==> src/rtl/modular_add_sub_unit.sv <==
// Two-pass modular adder/subtractor: one shared carry-lookahead adder computes the raw
// add/sub, then the modulus correction, selecting the in-range result from the carries.
module modular_add_sub_unit #(
   parameter int unsigned DATA_WIDTH = 256
) (
   input  logic                  clk,
   input  logic                  rst,
   input  logic                  in_valid,
   output logic                  in_ready,
   input  logic                  i_op,
   input  logic [DATA_WIDTH-1:0] in_1,
   input  logic [DATA_WIDTH-1:0] in_2,
   input  logic [DATA_WIDTH-1:0] i_mod,
   output logic                  out_valid,
   input  logic                  out_ready,
   output logic [DATA_WIDTH-1:0] o_Result
);

   localparam int GroupW    = 4;
   localparam int NumGroups = (int'(DATA_WIDTH) + GroupW - 1) / GroupW;

   typedef enum logic [1:0] {StIdle, StPass1, StPass2, StDone} state_e;

   state_e                state_q, state_d;
   logic                  op_q;
   logic [DATA_WIDTH-1:0] a_q, b_q, p_q, t_q, result_q, result_d;
   logic                  c1_q;

   logic [DATA_WIDTH-1:0] cla_a, cla_b, cla_sum, cla_g, cla_p;
   logic                  cla_cin, cla_cout;
   logic                  grp_c, grp_g, grp_p, bit_c;

   // Operand steering for the shared adder: pass 1 forms A +/- B, pass 2 applies -P or +P.
   always_comb begin
      cla_a   = t_q;
      cla_b   = op_q ? p_q : ~p_q;
      cla_cin = ~op_q;
      if (state_q == StPass1) begin
         cla_a   = a_q;
         cla_b   = op_q ? ~b_q : b_q;
         cla_cin = op_q;
      end
   end

   assign cla_g = cla_a & cla_b;
   assign cla_p = cla_a ^ cla_b;

   // Block carry-lookahead: group generate/propagate feed the next group's carry-in directly.
   always_comb begin
      cla_sum = '0;
      grp_c   = cla_cin;
      grp_g   = 1'b0;
      grp_p   = 1'b1;
      bit_c   = 1'b0;
      for (int gi = 0; gi < NumGroups; gi++) begin
         bit_c = grp_c;
         grp_g = 1'b0;
         grp_p = 1'b1;
         for (int b = 0; b < GroupW; b++) begin
            if (gi * GroupW + b < int'(DATA_WIDTH)) begin
               cla_sum[gi*GroupW+b] = cla_p[gi*GroupW+b] ^ bit_c;
               bit_c = cla_g[gi*GroupW+b] | (cla_p[gi*GroupW+b] & bit_c);
               grp_g = cla_g[gi*GroupW+b] | (cla_p[gi*GroupW+b] & grp_g);
               grp_p = grp_p & cla_p[gi*GroupW+b];
            end
         end
         grp_c = grp_g | (grp_p & grp_c);
      end
      cla_cout = grp_c;
   end

   // Add: any carry means T (plus overflow) reached P, so take T-P.
   // Sub: c1 set means no borrow, so T is already in range; otherwise take T+P.
   always_comb begin
      if (op_q) begin
         result_d = c1_q ? t_q : cla_sum;
      end else begin
         result_d = (c1_q | cla_cout) ? cla_sum : t_q;
      end
   end

   always_comb begin
      state_d = state_q;
      unique case (state_q)
         StIdle:  if (in_valid) state_d = StPass1;
         StPass1: state_d = StPass2;
         StPass2: state_d = StDone;
         StDone:  if (out_ready) state_d = StIdle;
         default: state_d = StIdle;
      endcase
   end

   always_ff @(posedge clk) begin
      if (rst) begin
         state_q  <= StIdle;
         op_q     <= 1'b0;
         a_q      <= '0;
         b_q      <= '0;
         p_q      <= '0;
         t_q      <= '0;
         c1_q     <= 1'b0;
         result_q <= '0;
      end else begin
         state_q <= state_d;
         if (state_q == StIdle && in_valid) begin
            op_q <= i_op;
            a_q  <= in_1;
            b_q  <= in_2;
            p_q  <= i_mod;
         end
         if (state_q == StPass1) begin
            t_q  <= cla_sum;
            c1_q <= cla_cout;
         end
         if (state_q == StPass2) begin
            result_q <= result_d;
         end
      end
   end

   assign in_ready  = (state_q == StIdle);
   assign out_valid = (state_q == StDone);
   assign o_Result  = result_q;

endmodule

==> config.mk <==
export PLATFORM = sky130hd
export DESIGN_NAME = modular_add_sub_unit
export DESIGN_NICKNAME = d
export VERILOG_FILES = /design/src/rtl/modular_add_sub_unit.sv
export SDC_FILE = /design/constraint.sdc
export NUM_CORES = 2
export LEC_CHECK = 0
export CAP_MARGIN = 20
export CORE_AREA = 2 2 537 539
export DETAILED_ROUTE_END_ITERATION = 8
export DIE_AREA = 0 0 539 541
export PLACE_DENSITY = 0.42
export SKIP_LAST_GASP = 1
export SYNTH_ARGS = -nofsm -noshare
export SYNTH_HDL_FRONTEND = slang
export SYNTH_SLANG_ARGS = --single-unit
==> constraint.sdc <==
create_clock -name clk -period 6.4 [get_ports clk]
set_clock_uncertainty 0.05 [all_clocks]
set_input_delay 1.28 -clock clk [delete_from_list [all_inputs] [get_ports clk]]
set_output_delay 1.28 -clock clk [all_outputs]
set_load 0.005 [all_outputs]
After elaboration in Yosys (flattened, before gate mapping)
Cells that the tools add are included. Widths: inputs -> output; s select.

Register bits: 1284. Input port bits: 773. Output and inout port bits: 258. Word-level logic and storage cells: 1377.

Equal/unequal tests: 5. Muxes and demuxes: 11. Bitwise operators: 1350. Reductions and logical operators: 3.

Operator list (number): $mux 256 (7); $and 1x1->1 (640); $not 256->256 (2); $or 1x1->1 (449); $and 256x256->256 (1); $xor 1x1->1 (256); $xor 256x256->256 (1); $pmux 2 s4 (1); $eq 2x2->1 const B (2); $mux 2 (2); $eq 2x1->1 const B (1); $logic_not 2->1 (1); $ne 2x1->1 const B (1); $ne 2x2->1 const B (1); $reduce_and 2->1 (1); $logic_and 1x1->1 (1); $mux 1 (1); $not 1->1 (1).

Logic depth before layout (Yosys ltp)
Word-level depth: 144. Depth in mapped cells: 28. Depth with buffers taken out: 24.

Least setup slack after synthesis
Ideal clock, no wire load.

Kind: reg2reg. From: reg state_q[1]. To: reg result_q[215], in the netlist o_Result[215]. Arrival time: 6737 ps. Setup slack: -499 ps. Cell stages (with the launch flop): 28. Buffers on the path: 3. Clock period less this slack: 6899 ps. Cells stage by stage: dfxtp_1 -> inv_1 -> ha_1 -> buf_2 -> clkbuf_1 -> buf_1 -> mux2i_1 -> xnor2_1 -> ha_1 -> nand2_1 -> o211ai_1 -> a21oi_1 -> nor4_2 -> a2111oi_2 -> o221ai_1 -> a41oi_2 -> o21ba_2 -> o31a_1 -> o31ai_1 -> a21oi_1 -> o21ba_2 -> fa_1 -> fa_1 -> fa_1 -> xnor2_1 -> o22a_1 -> mux2i_1 -> a2111oi_1.

Word-level cells in the longest chain between the ends: 139.

Ends and longest elaborated chain: start, declared (line 24) `state_e state_q, state_d;`; start signal, assigned (line 95) `state_q <= StIdle;`; start signal, assigned (line 104) `state_q <= state_d;`; $eq 2x1->1 (line 38) `if (state_q == StPass1) begin`; $mux 256 (line 38); $xor 256x256->256 / $and 256x256->256 (equally long branches) (line 46, 45); $and 1x1->1 (line 63) `grp_g = cla_g[gi*GroupW+b] | (cla_p[gi*GroupW+b] & grp_g);`; $or 1x1->1 (line 63); $and 1x1->1 (line 63); $or 1x1->1 (line 63); $and 1x1->1 (line 63); [123 not listed]; $or 1x1->1 (line 67) `grp_c = grp_g | (grp_p & grp_c);`; $and 1x1->1 (line 67); $or 1x1->1 (line 67); $and 1x1->1 (line 67); $or 1x1->1 (line 67); $or 1x1->1 (line 78) `result_d = (c1_q | cla_cout) ? cla_sum : t_q;`; $mux 256 (line 78); $mux 256 (line 75) `if (op_q) begin`; end signal, assigned (line 116) `result_q <= result_d;`; end, declared (line 26) `logic [DATA_WIDTH-1:0] a_q, b_q, p_q, t_q, result_q, result_d;`.

Parallel ways exist; a longest one is shown, timed or not. A chain may end at the register's enable or synchronous reset.

Final worst setup path
From: reg state_q[1]. To: reg result_q[155], in the netlist o_Result[155].

Same word-level chain as after synthesis.

==> out/metrics.yaml <==
clocking:
  clk_pin_slew_ps: 60
  htreeDepth: 4
  max-clock-path-buffers: 4
  clk_latency_ps: 850
  cts.sinks: 1284
  tritoncts: "yes"
  root_buffer: "clkbuf_16"
  numCtsBuffers: 165
synth:
  synth.net_count: 10100
  seq_area_frac_synth_pct: 36.1
  ys_top_cells_by_area: "dfxtp_1 36%, mux2i_1 9.8%, nand2_1 9.5%"
  synth-edff-count: 0
  synth_seq_cells: 1284
  synth_flop_cell: "dfxtp_1"
  synth.top_cell.area_share_pct: 36.1
  syn_area_sq_um: 71200
  ys_types: 62
  synth_xor_area_share_pct: 3.97
  syn_avg_cell_area_sq_um: 8.06
  yosys.area_share.simple_pct: 19.2
  synthArstFlopShare_pct: 0
  synthAdderAreaFrac_pct: 9.98
  ys.warnings.count: 0
  synth_top_family_by_area: "simple AND/OR/NAND/NOR gates"
  synth_compound_area_share_pct: 13.6
  synth_area_leader_cell: "dfxtp_1"
  synthMuxAreaShare_pct: 9.86
  syn_inst: 8831
timing:
  setup_viol: 0
  slew_violations: 0
  max_freq_mhz: 158
  finalCritPeriodShare_pct: 99.0
  fin_ws_ps: 62.4
  whs_ps: 402
  period_needed_ps: 6340
  slew-limit-headroom_pct: 23.3
  worst_pin_slew_ps: 1150
  rsz0062_at_grt: "true"
  hold_viol_final: 0
critical_path:
  cp_slowest_stage_delay_ps: 390
  cpMostUsedCell: "buf_4"
  crit_slowest_cell: "a221o_1"
  path_max_fanout: 9
  criticalPathCategory: "reg2reg"
  required_ps: 7080
  critPathLaunchType: "register"
  r2r_cells: 35
  endpoint_kind: "register"
  arrival_ps: 7010
worst_hold_path:
  worstHoldPathType: "reg2reg"
  worstHoldPathCells: 2
power_and_ir_drop:
  power.density_nw_per_um2: 625
  irDropWorstVdd_mv: 0.410
  seqPwrFrac_pct: 19.5
  p_sw_w: 0.0275
  combPwrFrac_pct: 65.2
  p_int_w: 0.0341
  total_leakage_power_nw: 39.8
  clkPwrFrac_pct: 15.3
  swShare_pct: 44.6
placement:
  gp_congestion: 0.853
  placed_area_sq_um: 90300
  place_ws_ps: -1010
  port_buffers: 1030
  post-dp-hpwl_mm: 219
routing:
  ant_nets: 0
  route.detailed.drc: 0
  drt_iter0_markers: 4516
  num_vias: 67600
  first_pass_iters: 5
  vias_per_cell: 4.79
  wire_per_inst_um: 22.0
  wirelength_mm: 311
grt:
  grtUsageTotal_pct: 20.4
  grt_pass1_vias: 67900
  grt_overflow_total: 0
  grt_pass1_wl_mm: 453
  antenna_found_initial: 30
  grt_max_degree: 183
run:
  maxCapViolCount: 0
cells_and_area:
  fin_area_sq_um: 98700
  nFillCells: 29800
  drive_gt1_share_pct: 14.1
  area_delta_synth_final_pct: 38.6
  nets: 11400
  fin_util_pct: 34.5
floorplan:
  fp-row-count: 197
  die_area_sq_um: 292000
  core_sq_um: 286000
  start_util_pct: 24.9
  pin_count: 1031
  die_h_um: 541
  die_width_um: 539
outcome:
  status: "completed"
## kinds of logic after synthesis
family	count (synthesis)
compound gates	1640
xor+xnor	323
fa+ha+maj	453
buf+inv	1337
flops	1284
mux	701
simple gates	3093
## worst max-delay path, delay by kind of cell (launching register included)
kind / cells / cell delay [ps]
multiplexers: 2 / 330
XOR/XNOR: 2 / 260
adder cells (fa/ha/maj): 5 / 1070
buffers and inverters: 12 / 1620
AND/OR/NAND/NOR: 2 / 310
AO/OA/AOI/OAI: 12 / 2260
flip-flops: 1 / 330
## final timing paths
check / slack [ps] / to / startpoint
max: 60 / o_Result[155]$_SDFFE_PP0P_ / state_q[1]$_SDFFE_PP0P_
min: 400 / p_q[91]$_SDFFE_PP0P_ / p_q[91]$_SDFFE_PP0P_
max reg2reg: 60 / o_Result[155]$_SDFFE_PP0P_ / state_q[1]$_SDFFE_PP0P_
min reg2reg: 400 / p_q[91]$_SDFFE_PP0P_ / p_q[91]$_SDFFE_PP0P_
## flip-flops by register name, indices dropped and copies added, names as in the netlist
register	count
a_q	256
b_q	256
o_Result	256
p_q	256
t_q	256
state_q	2
c1_q	1
op_q	1
## cell usage after synthesis (72+ instances only)
cell type	count
clkbuf_1	570
ha_1	261
buf_1	72
xnor2_1	136
nand2b_1	74
dfxtp_1	1284
a21oi_1	1130
fa_1	192
mux2i_1	699
nand2_1	1805
nor2_1	487
xor2_1	187
and3_1	188
inv_1	653
nor4_1	442
a211oi_1	195
## final cells by class
cell class,instances,area (sq um),share of cell area [%]
Clock inverter,60,682,0.691
Inverter,653,2450,2.49
Multi-Input combinational cell,6210,42100,42.7
Clock buffer,226,4640,4.70
Timing Repair Buffer,1886,18300,18.6
Tap cell,3781,4730,4.79
Sequential cell,1284,25700,26.1
Antenna cell,15,37.5,0.0380
## power groups by stage
stage	Combinational (W)	Sequential (W)	Clock (W)
final	0.0402	0.0120	0.00944
after global routing	0.0440	0.0123	0.0100
after CTS	0.0392	0.0120	0.00971
after detailed placement	0.0369	0.0121	0
after global placement	0.0363	0.0121	0
after floorplan	0.0211	0.0114	0
## per-layer routing
layer	up-vias	GRT usage, %	part of all wire [%]
li1	32600	-	-
met1	32800	26.8	45
met2	1756	33.8	47
met3	387	2.86	4.7
met4	4	7.46	3.4
met5	-	0	0.0087
## timing repair
item / 4_1_cts / 5_1_grt
setup buffers: 45 / 35
resized for setup: 249 / 196
gates cloned: 10 / 3
setup endpoints to repair: 336 / 123
pin swaps: 83 / 115
hold buffers: 0 / 0
## cells in the final DEF, fill, tap and decap left out, types with 63 or more instances in the layout
cell type and instances:
dfxtp_1 1280, xor2_1 168, fa_1 105, xnor2_1 100, fa_2 87, clkbuf_16 169
a21o_1 63, buf_12 81, a211oi_1 192, clkdlybuf4s50_1 1029, nand2_1 1801, nor4_1 440
and3_1 187, a21oi_1 1109, buf_4 735, mux2i_1 629, ha_1 258, o22a_1 71
inv_1 652, nand2b_1 73, nor2_1 477
## stage by stage
step / setup TNS [ps] / total power [W] / cells
6_report: 0 / 0.0616 / 14100
5_1_grt: -3380 / 0.0663 / 14100
4_1_cts: -32.9 / 0.0609 / 14100
3_5_place_dp: -115520 / 0.0490 / 13700
3_3_place_gp: -103800 / 0.0485 / 13700
2_1_floorplan: 0 / 0.0325 / 8831
Power figures use the tool's default switching activity.
